==> src/rtl/idli_mem_arb_m.sv <==
// idli_mem_arb_m: arbitrates instruction fetch, branch redirects and load/store
// traffic onto a nibble-wide SQI memory interface, one state per 4-GCK period.
module idli_mem_arb_m (
    input  logic        i_arb_gck,
    input  logic        i_arb_rst_n,
    input  logic [1:0]  i_arb_ctr,
    input  logic        i_arb_br_vld,
    input  logic [15:0] i_arb_br_addr,
    input  logic        i_arb_ls_vld,
    input  logic        i_arb_ls_wr,
    input  logic [15:0] i_arb_ls_addr,
    input  logic [15:0] i_arb_ls_data,
    input  logic        i_arb_dec_stall,
    input  logic [15:0] i_arb_instr,
    input  logic        i_arb_instr_vld,
    output logic        o_arb_redirect,
    output logic        o_arb_wr_en,
    output logic        o_arb_stall,
    output logic [3:0]  o_arb_slice,
    output logic        o_arb_ls_ack,
    output logic        o_arb_ld_vld,
    output logic [15:0] o_arb_ld_data,
    output logic [15:0] o_arb_pc
);
    typedef logic [15:0] data_t;
    typedef logic [3:0]  slice_t;
    typedef logic [1:0]  ctr_t;
    typedef enum logic [2:0] {FETCH, REDIR, RESET, INSTR, ADDR_HI, ADDR_LO, DUMMY, LS_DATA} state_t;

    state_t state_q, state_d;
    data_t  pc_q, pc_d;
    data_t  tgt_q, tgt_d;
    data_t  data_q, data_d;
    logic   ls_q, ls_d;
    logic   wr_q, wr_d;
    ctr_t   ctr;
    logic   end_w;

    assign ctr   = i_arb_ctr;
    assign end_w = &ctr;

    // tgt holds the address being streamed in REDIR so later branches only move pc
    always_comb begin
        state_d = state_q;
        pc_d    = pc_q;
        tgt_d   = tgt_q;
        data_d  = data_q;
        ls_d    = ls_q;
        wr_d    = wr_q;
        if (state_q == FETCH) begin
            if (i_arb_instr_vld && !i_arb_dec_stall)
                pc_d = pc_q + 16'd1;
        end else if (i_arb_br_vld) begin
            pc_d = i_arb_br_addr;
        end
        if (end_w) begin
            case (state_q)
                FETCH: begin
                    if (i_arb_ls_vld || i_arb_br_vld) begin
                        state_d = REDIR;
                        tgt_d   = i_arb_ls_vld ? i_arb_ls_addr : i_arb_br_addr;
                        ls_d    = i_arb_ls_vld;
                        wr_d    = i_arb_ls_vld && i_arb_ls_wr;
                        data_d  = i_arb_ls_vld ? i_arb_ls_data : data_q;
                        pc_d    = i_arb_br_vld ? i_arb_br_addr : pc_d;
                    end
                end
                REDIR:   state_d = RESET;
                RESET:   state_d = INSTR;
                INSTR:   state_d = ADDR_HI;
                ADDR_HI: state_d = ADDR_LO;
                ADDR_LO: state_d = wr_q ? LS_DATA : DUMMY;
                DUMMY:   state_d = ls_q ? LS_DATA : FETCH;
                LS_DATA: begin
                    state_d = REDIR;
                    tgt_d   = i_arb_br_vld ? i_arb_br_addr : pc_q;
                    ls_d    = 1'b0;
                    wr_d    = 1'b0;
                end
                default: state_d = FETCH;
            endcase
        end
    end

    always_ff @(posedge i_arb_gck or negedge i_arb_rst_n) begin
        if (!i_arb_rst_n) begin
            state_q <= FETCH;
            pc_q    <= '0;
            tgt_q   <= '0;
            data_q  <= '0;
            ls_q    <= 1'b0;
            wr_q    <= 1'b0;
        end else begin
            state_q <= state_d;
            pc_q    <= pc_d;
            tgt_q   <= tgt_d;
            data_q  <= data_d;
            ls_q    <= ls_d;
            wr_q    <= wr_d;
        end
    end

    // inputs feeding stall/ack are gated so every output reads 0 while in reset
    assign o_arb_redirect = state_q == REDIR;
    assign o_arb_wr_en    = wr_q && (state_q inside {INSTR, ADDR_HI, ADDR_LO, LS_DATA});
    assign o_arb_stall    = i_arb_rst_n && state_q == FETCH && i_arb_dec_stall;
    assign o_arb_slice    = state_q == REDIR ? slice_t'(tgt_q[{ctr, 2'b00} +: 4]) :
                            (state_q == ADDR_LO && wr_q) ? slice_t'(data_q[{ctr, 2'b00} +: 4]) : '0;
    assign o_arb_ls_ack   = i_arb_rst_n && state_q == FETCH && end_w && i_arb_ls_vld;
    assign o_arb_ld_vld   = state_q == LS_DATA && ls_q && !wr_q && end_w;
    assign o_arb_ld_data  = o_arb_ld_vld ? i_arb_instr : '0;
    assign o_arb_pc       = pc_q;
endmodule

==> config.mk <==
export PLATFORM = sky130hd
export DESIGN_NAME = idli_mem_arb_m
export DESIGN_NICKNAME = d
export VERILOG_FILES = /design/src/rtl/idli_mem_arb_m.sv
export SDC_FILE = /design/constraint.sdc
export NUM_CORES = 1
export LEC_CHECK = 0
export ABC_AREA = 1
export BUFFER_PORTS_ARGS = -buffer_cell sky130_fd_sc_hd__buf_2
export CORE_ASPECT_RATIO = 0.9
export CORE_MARGIN = 4
export CORE_UTILIZATION = 25
export CTS_BUF_LIST = sky130_fd_sc_hd__clkbuf_4 sky130_fd_sc_hd__clkbuf_8 sky130_fd_sc_hd__clkbuf_16
export DETAILED_ROUTE_END_ITERATION = 12
export SETUP_SLACK_MARGIN = 0.15
export SLEW_MARGIN = 20
export SYNTH_ARGS = -nofsm -noshare
export SYNTH_HDL_FRONTEND = slang
export SYNTH_SLANG_ARGS = --single-unit
==> constraint.sdc <==
create_clock -name i_arb_gck -period 1.7 [get_ports i_arb_gck]
set_input_delay 0.255 -clock i_arb_gck [delete_from_list [all_inputs] [get_ports i_arb_gck]]
set_output_delay 0.255 -clock i_arb_gck [all_outputs]
set_load 0.005 [all_outputs]
==> flow_metrics.env, run 1 <==
export IMPL_syn_avg_cell_area_um2=7.09
export IMPL_yosys_warnings=0
export IMPL_crit_type="flop to output pin"
export IMPL_core_um2=14300
export IMPL_grt_overflow=0
export IMPL_reg2reg_setup_slack_ns=-0.01
export IMPL_tightestPinTransition_ns=0.707
export IMPL_viasPerCell=4.62
export IMPL_drv_cap=0
export IMPL_cp_data_required_time_ns=1.44
export IMPL_fillers=1528
export IMPL_grt_pass1_wl_um=19200
export IMPL_cts_root_buffer="clkbuf_16"
export IMPL_worst_slack_ns=-0.0405
export IMPL_place_congestion=0.853
export IMPL_rsz0062_at_grt="yes"
export IMPL_ff2ff_path_depth=11
export IMPL_insertion_delay_ns=0.29
export IMPL_crit_path_end_kind="output pin"
export IMPL_areaGrowthSynthToFinish_pct=43.5
export IMPL_multi_input_area_um2=2220
export IMPL_antenna_found_initial=0
export IMPL_p_total_mw=7.73
export IMPL_grt_max_degree=54
export IMPL_regArea_um2=1340
export IMPL_hold_path_class="primary input to async pin"
export IMPL_initial_utilization_pct=25.9
export IMPL_die_y_um=123
export IMPL_max_vdd_ir_drop_uv=497
export IMPL_critPathLaunch="state_q[1]"
export IMPL_finClkSkew_ns=0.00878
export IMPL_clock_path_buffers=2
export IMPL_startpoint_type="flop"
export IMPL_stdcell_count=852
export IMPL_yosysUniqueCellTypes=38
export IMPL_vias=3938
export IMPL_htreeDepth=2
export IMPL_pwr_density_cell_nw_per_um2=1460
export IMPL_setup_tns_ns=-0.315
export IMPL_ys_ff_latch=53
export IMPL_max_freq_mhz=575
export IMPL_hold_viol=0
export IMPL_dp_cells=825
export IMPL_r2r_start="state_q[1]"
export IMPL_clkTransAtPathRegs_ns=0.07
export IMPL_antenna_cells=0
export IMPL_grt_pass1_vias=3658
export IMPL_syn_cell_area_um2=3700
export IMPL_hold_buffers=0
export IMPL_dp_slack_ns=0.0773
export IMPL_outcome="finished, violations left"
export IMPL_final_area_um2=5310
export IMPL_ys_seq_area_share_pct=35.9
export IMPL_drive_gt1_share_pct=37.8
export IMPL_maxSlewHeadroom_pct=52.9
export IMPL_drtIter0Drc=219
export IMPL_die_x_um=136
export IMPL_first_pass_iters=5
export IMPL_syn_inst=522
export IMPL_grt_usage_pct=14.3
export IMPL_final_util_pct=37.2
export IMPL_ant_nets=0
export IMPL_cts_buffers=5
export IMPL_dpl_cell_area_um2=4590
export IMPL_drc_errors=0
export IMPL_synth_fp_nets=596
export IMPL_fin_hold_ws_ns=0.128
export IMPL_cp_max_fo=5
export IMPL_fp_row_count=41
export IMPL_dieArea_um2=16800
export IMPL_cts_tree="done"
export IMPL_setup_violations=17
export IMPL_period_minus_slack_ns=1.74
export IMPL_arrival_ns=1.49
export IMPL_fin_crit_sh_pct=102
export IMPL_wirelength_um=12700
export IMPL_ios=114
export IMPL_p_leak_nw=2.71
export IMPL_final_nets=732
export IMPL_cts_sinks=53
export IMPL_wl_per_cell_um=14.9
export IMPL_violations="negative setup slack"
export IMPL_worst_r2r_endpoint="tgt_q[2]"
export IMPL_hpwlAfterDp_um=9250
export IMPL_io_buffers=113
export IMPL_maxSlewViolCount=0
how the worst max path moves through the flow:
| stage | endpoint | slack, ns | depth (start not counted) |
|---|---|---|---|
| floorplan | data_q[10] | 0.21 | 6 |
| global placement | o_arb_ld_data[10] | 0.09 | 6 |
| detailed placement | o_arb_ld_data[10] | 0.08 | 6 |
| CTS | o_arb_ld_data[10] | -0.07 | 4 |
| global route | o_arb_ld_data[13] | -0.14 | 4 |
| finish | o_arb_slice[2] | -0.04 | 6 |
cell usage in the layout, fill, tap and decap left out, types with 13 or more instances in the layout:
cell,count
inv_1,70
nor2_1,45
nand3_1,23
a21oi_2,13
o21ai_0,55
nand2_1,95
buf_4,22
a21oi_1,31
dfrtp_1,46
mux2_4,16
buf_2,113
power by group:
group	internal (mW)	switching (mW)	leakage, nW
registers	1.91	0.656	0.626
clock network	0.753	0.461	0.0875
logic	1.93	2.01	2.00
total	4.60	3.13	2.71
metal layers:
layer | routed length (um) | up-vias | track usage (%)
met5 | 0 | - | 0
met4 | 94 | 0 | 2.52
met3 | 848 | 6 | 2.40
met2 | 5820 | 133 | 23.3
met1 | 5930 | 1809 | 20.3
li1 | - | 1990 | -
worst max-delay path: stages, from the launching register on:
cell and delay (ns):
dfrtp_2 0.45, inv_1 0.12, nand2_1 0.17, nor2_4 0.18, nand3_1 0.10, nand2_1 0.07, buf_2 0.11
timing repair:
item / 4_1_cts / 5_1_grt
hold endpoints to repair: 0 / 0
cloned: 0 / 3
pin swaps: 13 / 5
setup endpoints to repair: 26 / 53
resized for setup: 45 / 57
setup buffers: 5 / 11
sequential cells by signal, indices dropped and copies added, names as in the netlist:
register	count
data_q	16
o_arb_pc	16
tgt_q	16
state_q	3
ls_q	1
wr_q	1
synth_stat cells, drive strengths merged:
| master | n | area [um^2] |
|---|---|---|
| a211oi | 2 | 15.0 |
| a21oi | 45 | 255 |
| a22oi | 5 | 37.5 |
| a31oi | 2 | 12.5 |
| buf | 15 | 93.8 |
| clkbuf | 8 | 30.0 |
| dfrtp | 53 | 1330 |
| ha | 1 | 12.5 |
| inv | 77 | 294 |
| mux2 | 16 | 206 |
| nand2 | 105 | 404 |
| nand3 | 26 | 155 |
| nand4 | 7 | 43.8 |
| nor2 | 64 | 250 |
| nor3 | 2 | 10.0 |
| nor4 | 1 | 21.3 |
| o211ai | 11 | 82.6 |
| o21a | 5 | 37.5 |
| o21ai | 66 | 334 |
| o21bai | 2 | 15.0 |
| o22ai | 5 | 31.3 |
| or2 | 2 | 12.5 |
| xor2 | 2 | 17.5 |
final cells by class:
class	instances	area share, %
clock inverter	1	0.566
sequential	53	25.1
multi-input combinational	369	41.9
timing repair buffer	152	19.3
tap	193	4.55
clock buffer	7	2.76
inverter	77	5.77
cell families after synthesis:
| kind of cell | count (synthesis) | synth area share [%] |
|---|---|---|
| xor+xnor | 2 | 0.474 |
| simple gates | 207 | 24.3 |
| compound gates | 143 | 22.2 |
| mux | 16 | 5.58 |
| flops | 53 | 35.9 |
| buf+inv | 100 | 11.3 |
| fa+ha+maj | 1 | 0.338 |
Note: power is estimated with default switching activity, not from simulation.
==> run 2: changes to the inputs <==
--- a/config.mk
+++ b/config.mk
@@ -9,7 +9,7 @@
 export BUFFER_PORTS_ARGS = -buffer_cell sky130_fd_sc_hd__buf_2
 export CORE_ASPECT_RATIO = 0.9
 export CORE_MARGIN = 4
-export CORE_UTILIZATION = 25
+export CORE_UTILIZATION = 35
 export CTS_BUF_LIST = sky130_fd_sc_hd__clkbuf_4 sky130_fd_sc_hd__clkbuf_8 sky130_fd_sc_hd__clkbuf_16
 export DETAILED_ROUTE_END_ITERATION = 12
 export SETUP_SLACK_MARGIN = 0.15
==> run 2 against run 1 <==
  * The run still ends with negative setup slack left
  * Combinational power grew 6.3%
  * Register-to-register slack is essentially flat
  * Hold slack lost 0.033 ns
  * Sequential share of layout area grew 0.11 points
  * Count of clock-buffer cells in the layout shrank 2
  * Die area shrank 27%
  * Largest power group unchanged
==> flow_metrics.env, run 2 (synthesis results as in run 1) <==
export IMPL_finClkSkew_ns=0.00817
export IMPL_p_sw_share_pct=41.9
export IMPL_fillers=994
export IMPL_met2_length_um=6410
export IMPL_max_freq_mhz=575
export IMPL_maxSlewViolCount=0
export IMPL_insertion_delay_ns=0.30
export IMPL_viasPerCell=5.22
export IMPL_ff2ff_path_depth=11
export IMPL_hold_buffers=0
export IMPL_grt_usage_pct=20.0
export IMPL_tightestPinTransition_ns=0.724
export IMPL_max_vdd_ir_drop_uv=584
export IMPL_ios=114
export IMPL_dp_cells=764
export IMPL_crit_type="flop to output pin"
export IMPL_io_buffers=113
export IMPL_regArea_um2=1340
export IMPL_antenna_cells=0
export IMPL_ant_nets=0
export IMPL_fp_row_count=35
export IMPL_worst_slack_ns=-0.0392
export IMPL_cp_data_required_time_ns=1.44
export IMPL_cts_tree="done"
export IMPL_clock_path_buffers=2
export IMPL_dieArea_um2=12300
export IMPL_cp_max_fo=5
export IMPL_wl_met1_um=5620
export IMPL_drc_errors=0
export IMPL_hpwlAfterDp_um=9050
export IMPL_wirelength_um=13300
export IMPL_outcome="finished, violations left"
export IMPL_htreeDepth=2
export IMPL_grt_pass1_wl_um=19300
export IMPL_wl_per_cell_um=16.6
export IMPL_violations="negative setup slack"
export IMPL_grt_overflow=0
export IMPL_multi_input_area_um2=2160
export IMPL_core_um2=10300
export IMPL_p_int_mw=4.62
export IMPL_fin_crit_sh_pct=102
export IMPL_hold_viol=0
export IMPL_cts_root_buffer="clkbuf_16"
export IMPL_grt_max_degree=54
export IMPL_power_frac_clock_pct=15.3
export IMPL_cts_sinks=53
export IMPL_worstSetupEndpoint="o_arb_stall"
export IMPL_crit_path_end_kind="output pin"
export IMPL_drv_cap=0
export IMPL_vias=4185
export IMPL_stdcell_count=802
export IMPL_p_total_mw=7.94
export IMPL_first_pass_iters=5
export IMPL_top_layer_used="met4"
export IMPL_p_leak_nw=2.70
export IMPL_power_switching_mw=3.33
export IMPL_startpoint_type="flop"
export IMPL_final_cell_mix="buf_2, nand2_1, inv_1"
export IMPL_arrival_ns=1.48
export IMPL_critPathLaunch="state_q[1]"
export IMPL_final_nets=746
export IMPL_period_minus_slack_ns=1.74
export IMPL_comb_power_share_pct=52.8
export IMPL_layout_commonest_cell="buf_2"
export IMPL_hold_path_class="primary input to async pin"
export IMPL_antenna_found_initial=0
export IMPL_drive_gt1_share_pct=38.9
export IMPL_cts_buffers=5
export IMPL_die_x_um=116
export IMPL_p_seq_share_pct=31.9
export IMPL_dr_wl_met3_um=1110
export IMPL_clkTransAtPathRegs_ns=0.08
export IMPL_die_y_um=106
export IMPL_r2r_start="state_q[1]"
export IMPL_maxSlewHeadroom_pct=51.7
export IMPL_fin_hold_ws_ns=0.0956
export IMPL_rsz0062_at_grt="yes"
export IMPL_pwr_density_cell_nw_per_um2=1500
export IMPL_reg2reg_setup_slack_ns=-0.02
export IMPL_grt_pass1_vias=3729
export IMPL_worst_r2r_endpoint="tgt_q[2]"
export IMPL_setup_violations=10
export IMPL_place_congestion=0.891
export IMPL_areaGrowthSynthToFinish_pct=42.9
export IMPL_drtIter0Drc=362
export IMPL_initial_utilization_pct=35.9
## run 2: cell count changes in the layout (fill, tap and decap cells not counted), moves of 6 or more
cell | previous run | this run
a21oi_1 | 31 | 25
buf_4 | 22 | 32
mux2_2 | 0 | 7
mux2_4 | 16 | 9
nor2_1 | 45 | 52
nor2_4 | 12 | 5
o21ai_1 | 4 | 12
o21ai_2 | 6 | 0
## run 2: metal layers
layer / track usage [%] / up-vias
met5: 0 / -
met4: 4.39 / 0
met3: 3.56 / 17
met2: 32.0 / 184
met1: 28.2 / 1973
li1: - / 2011
## run 2: power groups by stage
stage	combinational, mW	sequential (mW)	clock [mW]
after floorplan	1.93	2.36	0
after global placement	2.95	2.50	0
after detailed placement	3.01	2.53	0
after CTS	3.61	2.51	1.22
after global routing	4.57	2.61	1.30
final	4.20	2.53	1.22
## run 2: worst min path at each step
| stage | end | slack (ns) | cells after the start |
|---|---|---|---|
| finish | data_q[8] | 0.1 | 2 |
| global route | data_q[8] | 0.16 | 2 |
| CTS | data_q[1] | 0.13 | 2 |
| detailed placement | data_q[1] | 0.45 | 2 |
| global placement | data_q[1] | 0.44 | 2 |
| floorplan | data_q[0] | -0.04 | 0 |
## run 2: worst max-delay path, stage by stage (launching register included)
cell     delay [ns]
dfrtp_2        0.48
buf_6          0.15
nor2_4         0.10
nand2_4        0.10
buf_12         0.15
nor3_2         0.08
buf_2          0.13
## run 2: repair_timing
item                       4_1_cts  5_1_grt
setup endpoints to repair       42       58
setup buffers                   14       12
gates cloned                     1        3
gates resized for setup         28       64
pin swaps                        6        4
## run 2: final cells by class
type / instances / share of cell area (%)
Clock buffer: 5 / 2.37
Clock inverter: 3 / 0.899
Inverter: 77 / 5.78
Multi-Input combinational cell: 369 / 40.8
Sequential cell: 53 / 25.3
Tap cell: 129 / 3.05
Timing Repair Buffer: 166 / 21.8
## run 2: per-stage QoR
| stage | utilization (%) | cell area (um^2) | setup WS [ns] | setup TNS (ns) |
|---|---|---|---|---|
| floorplan | - | 3700 | 0.208 | 0 |
| global placement | 44.1 | 4540 | 0.136 | 0 |
| detailed placement | 44.1 | 4540 | 0.0751 | 0 |
| CTS | 48.0 | 4940 | -0.0838 | -0.649 |
| global route | 51.4 | 5290 | -0.107 | -2.51 |
| finish | 51.4 | 5290 | -0.0392 | -0.163 |
==> run 3: changes to the inputs <==
--- a/config.mk
+++ b/config.mk
@@ -9,10 +9,12 @@
 export BUFFER_PORTS_ARGS = -buffer_cell sky130_fd_sc_hd__buf_2
 export CORE_ASPECT_RATIO = 0.9
 export CORE_MARGIN = 4
-export CORE_UTILIZATION = 35
+export CORE_UTILIZATION = 51
 export CTS_BUF_LIST = sky130_fd_sc_hd__clkbuf_4 sky130_fd_sc_hd__clkbuf_8 sky130_fd_sc_hd__clkbuf_16
 export DETAILED_ROUTE_END_ITERATION = 12
+export PLACE_DENSITY = 0.8
 export SETUP_SLACK_MARGIN = 0.15
+export SKIP_LAST_GASP = 1
 export SLEW_MARGIN = 20
 export SYNTH_ARGS = -nofsm -noshare
 export SYNTH_HDL_FRONTEND = slang
==> run 3 against run 2 <==
  * The run still ends with negative setup slack left
  * Cell area fell by 0.88%
  * Clock skew increased by 0.0032 ns
  * Register-to-register slack got worse by 0.08 ns
  * Clock power decreased by 34%
  * Largest cell class unchanged
  * Highest routed layer unchanged
==> flow_metrics.env, run 3 (synthesis results as in run 1) <==
export IMPL_core_um2=7040
export IMPL_outcome="finished, violations left"
export IMPL_p_int_mw=4.37
export IMPL_die_x_um=97.8
export IMPL_clock_path_buffers=2
export IMPL_wl_per_cell_um=17.9
export IMPL_path_depth=6
export IMPL_cts_sinks=53
export IMPL_ant_nets=0
export IMPL_slowest_delay_ns=0.49
export IMPL_r2r_start="state_q[0]"
export IMPL_crit_slowest_cell="dfrtp_2"
export IMPL_grt_pass1_vias=3978
export IMPL_p_leak_nw=2.72
export IMPL_fp_row_count=29
export IMPL_grt_overflow=0
export IMPL_ff2ff_path_depth=12
export IMPL_max_freq_mhz=551
export IMPL_crit_family="simple AND/OR/NAND/NOR gates"
export IMPL_layout_commonest_cell="buf_2"
export IMPL_areaGrowthSynthToFinish_pct=41.7
export IMPL_worst_slack_ns=-0.116
export IMPL_fin_crit_sh_pct=107
export IMPL_cp_data_required_time_ns=1.44
export IMPL_drv_cap=0
export IMPL_cp_max_fo=5
export IMPL_clkTransAtPathRegs_ns=0.11
export IMPL_wirelength_um=13800
export IMPL_final_nets=747
export IMPL_hold_path_class="primary input to async pin"
export IMPL_worstSetupEndpoint="o_arb_slice[2]"
export IMPL_htreeDepth=2
export IMPL_rsz0062_at_grt="yes"
export IMPL_antenna_cells=0
export IMPL_setup_tns_ns=-2.57
export IMPL_path_cells="inv_2, nand2_2, nor2_4, nand3_1, nand2_1, buf_2"
export IMPL_grt_usage_pct=28.9
export IMPL_crit_type="flop to output pin"
export IMPL_power_switching_mw=3.46
export IMPL_tightestPinTransition_ns=0.696
export IMPL_maxSlewHeadroom_pct=53.6
export IMPL_vias=4487
export IMPL_pwr_density_cell_nw_per_um2=1490
export IMPL_dp_slack_ns=0.0234
export IMPL_arrival_ns=1.56
export IMPL_crit_path_end_kind="output pin"
export IMPL_finClkSkew_ns=0.0114
export IMPL_reg2reg_setup_slack_ns=-0.10
export IMPL_p_seq_share_pct=31.8
export IMPL_hold_buffers=0
export IMPL_cts_root_buffer="clkbuf_8"
export IMPL_maxSlewViolCount=0
export IMPL_power_frac_clock_pct=10.3
export IMPL_max_vdd_ir_drop_uv=619
export IMPL_violations="negative setup slack"
export IMPL_io_buffers=113
export IMPL_cts_tree="done"
export IMPL_setup_violations=51
export IMPL_ios=114
export IMPL_p_sw_share_pct=44.2
export IMPL_worst_r2r_endpoint="tgt_q[9]"
export IMPL_first_pass_iters=6
export IMPL_drtIter0Drc=692
export IMPL_insertion_delay_ns=0.33
export IMPL_hpwlAfterDp_um=8440
export IMPL_hold_viol=0
export IMPL_viasPerCell=5.85
export IMPL_drc_errors=0
export IMPL_die_y_um=88.8
export IMPL_final_cell_mix="buf_2, nand2_1, inv_1"
export IMPL_startpoint_type="flop"
export IMPL_critPathBufInv=2
export IMPL_drive_gt1_share_pct=38.9
export IMPL_initial_utilization_pct=52.5
export IMPL_cts_buffers=5
export IMPL_antenna_found_initial=0
export IMPL_critPathLaunch="state_q[1]"
export IMPL_grt_max_degree=54
export IMPL_comb_power_share_pct=57.9
export IMPL_period_minus_slack_ns=1.82
export IMPL_place_congestion=0.987
export IMPL_grt_pass1_wl_um=19900
export IMPL_dieArea_um2=8680
==> run 3: final cells by class <==
| class | instances | area [um^2] |
|---|---|---|
| Tap cell | 93 | 116 |
| Clock buffer | 5 | 68.8 |
| Sequential cell | 53 | 1340 |
| Fill cell | 514 | 1800 |
| Timing Repair Buffer | 167 | 1240 |
| Inverter | 77 | 299 |
| Clock inverter | 3 | 28.8 |
| Multi-Input combinational cell | 369 | 2150 |
==> run 3: how the worst min path moves through the flow <==
| stage | slack (ns) | cells past startpoint | startpoint | end |
|---|---|---|---|---|
| 2_1_floorplan | -0.04 | 0 | i_arb_rst_n | data_q[0] |
| 3_3_place_gp | 0.49 | 2 | i_arb_rst_n | o_arb_pc[11] |
| 3_5_place_dp | 0.49 | 1 | data_q[6] | data_q[6] |
| 4_1_cts | 0.15 | 2 | i_arb_rst_n | o_arb_pc[11] |
| 5_1_grt | 0.15 | 2 | i_arb_ls_data[12] | data_q[12] |
| 6_report | 0.13 | 2 | i_arb_rst_n | o_arb_pc[11] |
==> run 3: per-stage QoR <==
step / cell area, um^2 / hold slack (ns) / std cells / utilization (%) / total power, mW
after floorplan: 3700 / -0.0406 / 522 / - / 4.29
after global placement: 4420 / 0.485 / 724 / 62.9 / 5.31
after detailed placement: 4420 / 0.490 / 724 / 62.9 / 5.42
after CTS: 4960 / 0.151 / 754 / 70.5 / 7.06
after global routing: 5240 / 0.149 / 767 / 74.4 / 8.21
final: 5240 / 0.130 / 767 / 74.4 / 7.83
==> run 3: routing by layer <==
metal | vias to the layer above | track usage [%] | part of all wire [%]
met5 | - | 0 | 0
li1 | 2018 | - | -
met4 | 0 | 8.43 | 3.3
met1 | 2074 | 39.2 | 40
met2 | 322 | 47.0 | 45
met3 | 73 | 6.38 | 12
==> run 3: power groups by stage <==
stage	Sequential [mW]	Clock [mW]	Combinational, mW
finish	2.49	0.807	4.53
floorplan	2.36	0	1.93
detailed placement	2.48	0	2.94
global route	2.54	0.851	4.82
CTS	2.45	0.801	3.81
global placement	2.46	0	2.85
==> run 3: worst register-to-register path: cells and delay by family (launching register included) <==
family	cells	cell delay, ns
buffers and inverters	6	0.72
flip-flops	1	0.47
AND/OR/NAND/NOR	3	0.30
AO/OA/AOI/OAI	3	0.27
==> run 3: timing repair <==
item,4_1_cts,5_1_grt
gates resized for setup,53,45
setup buffers,18,12
cloned,4,3
pin swaps,1,7
setup endpoints to repair,63,75
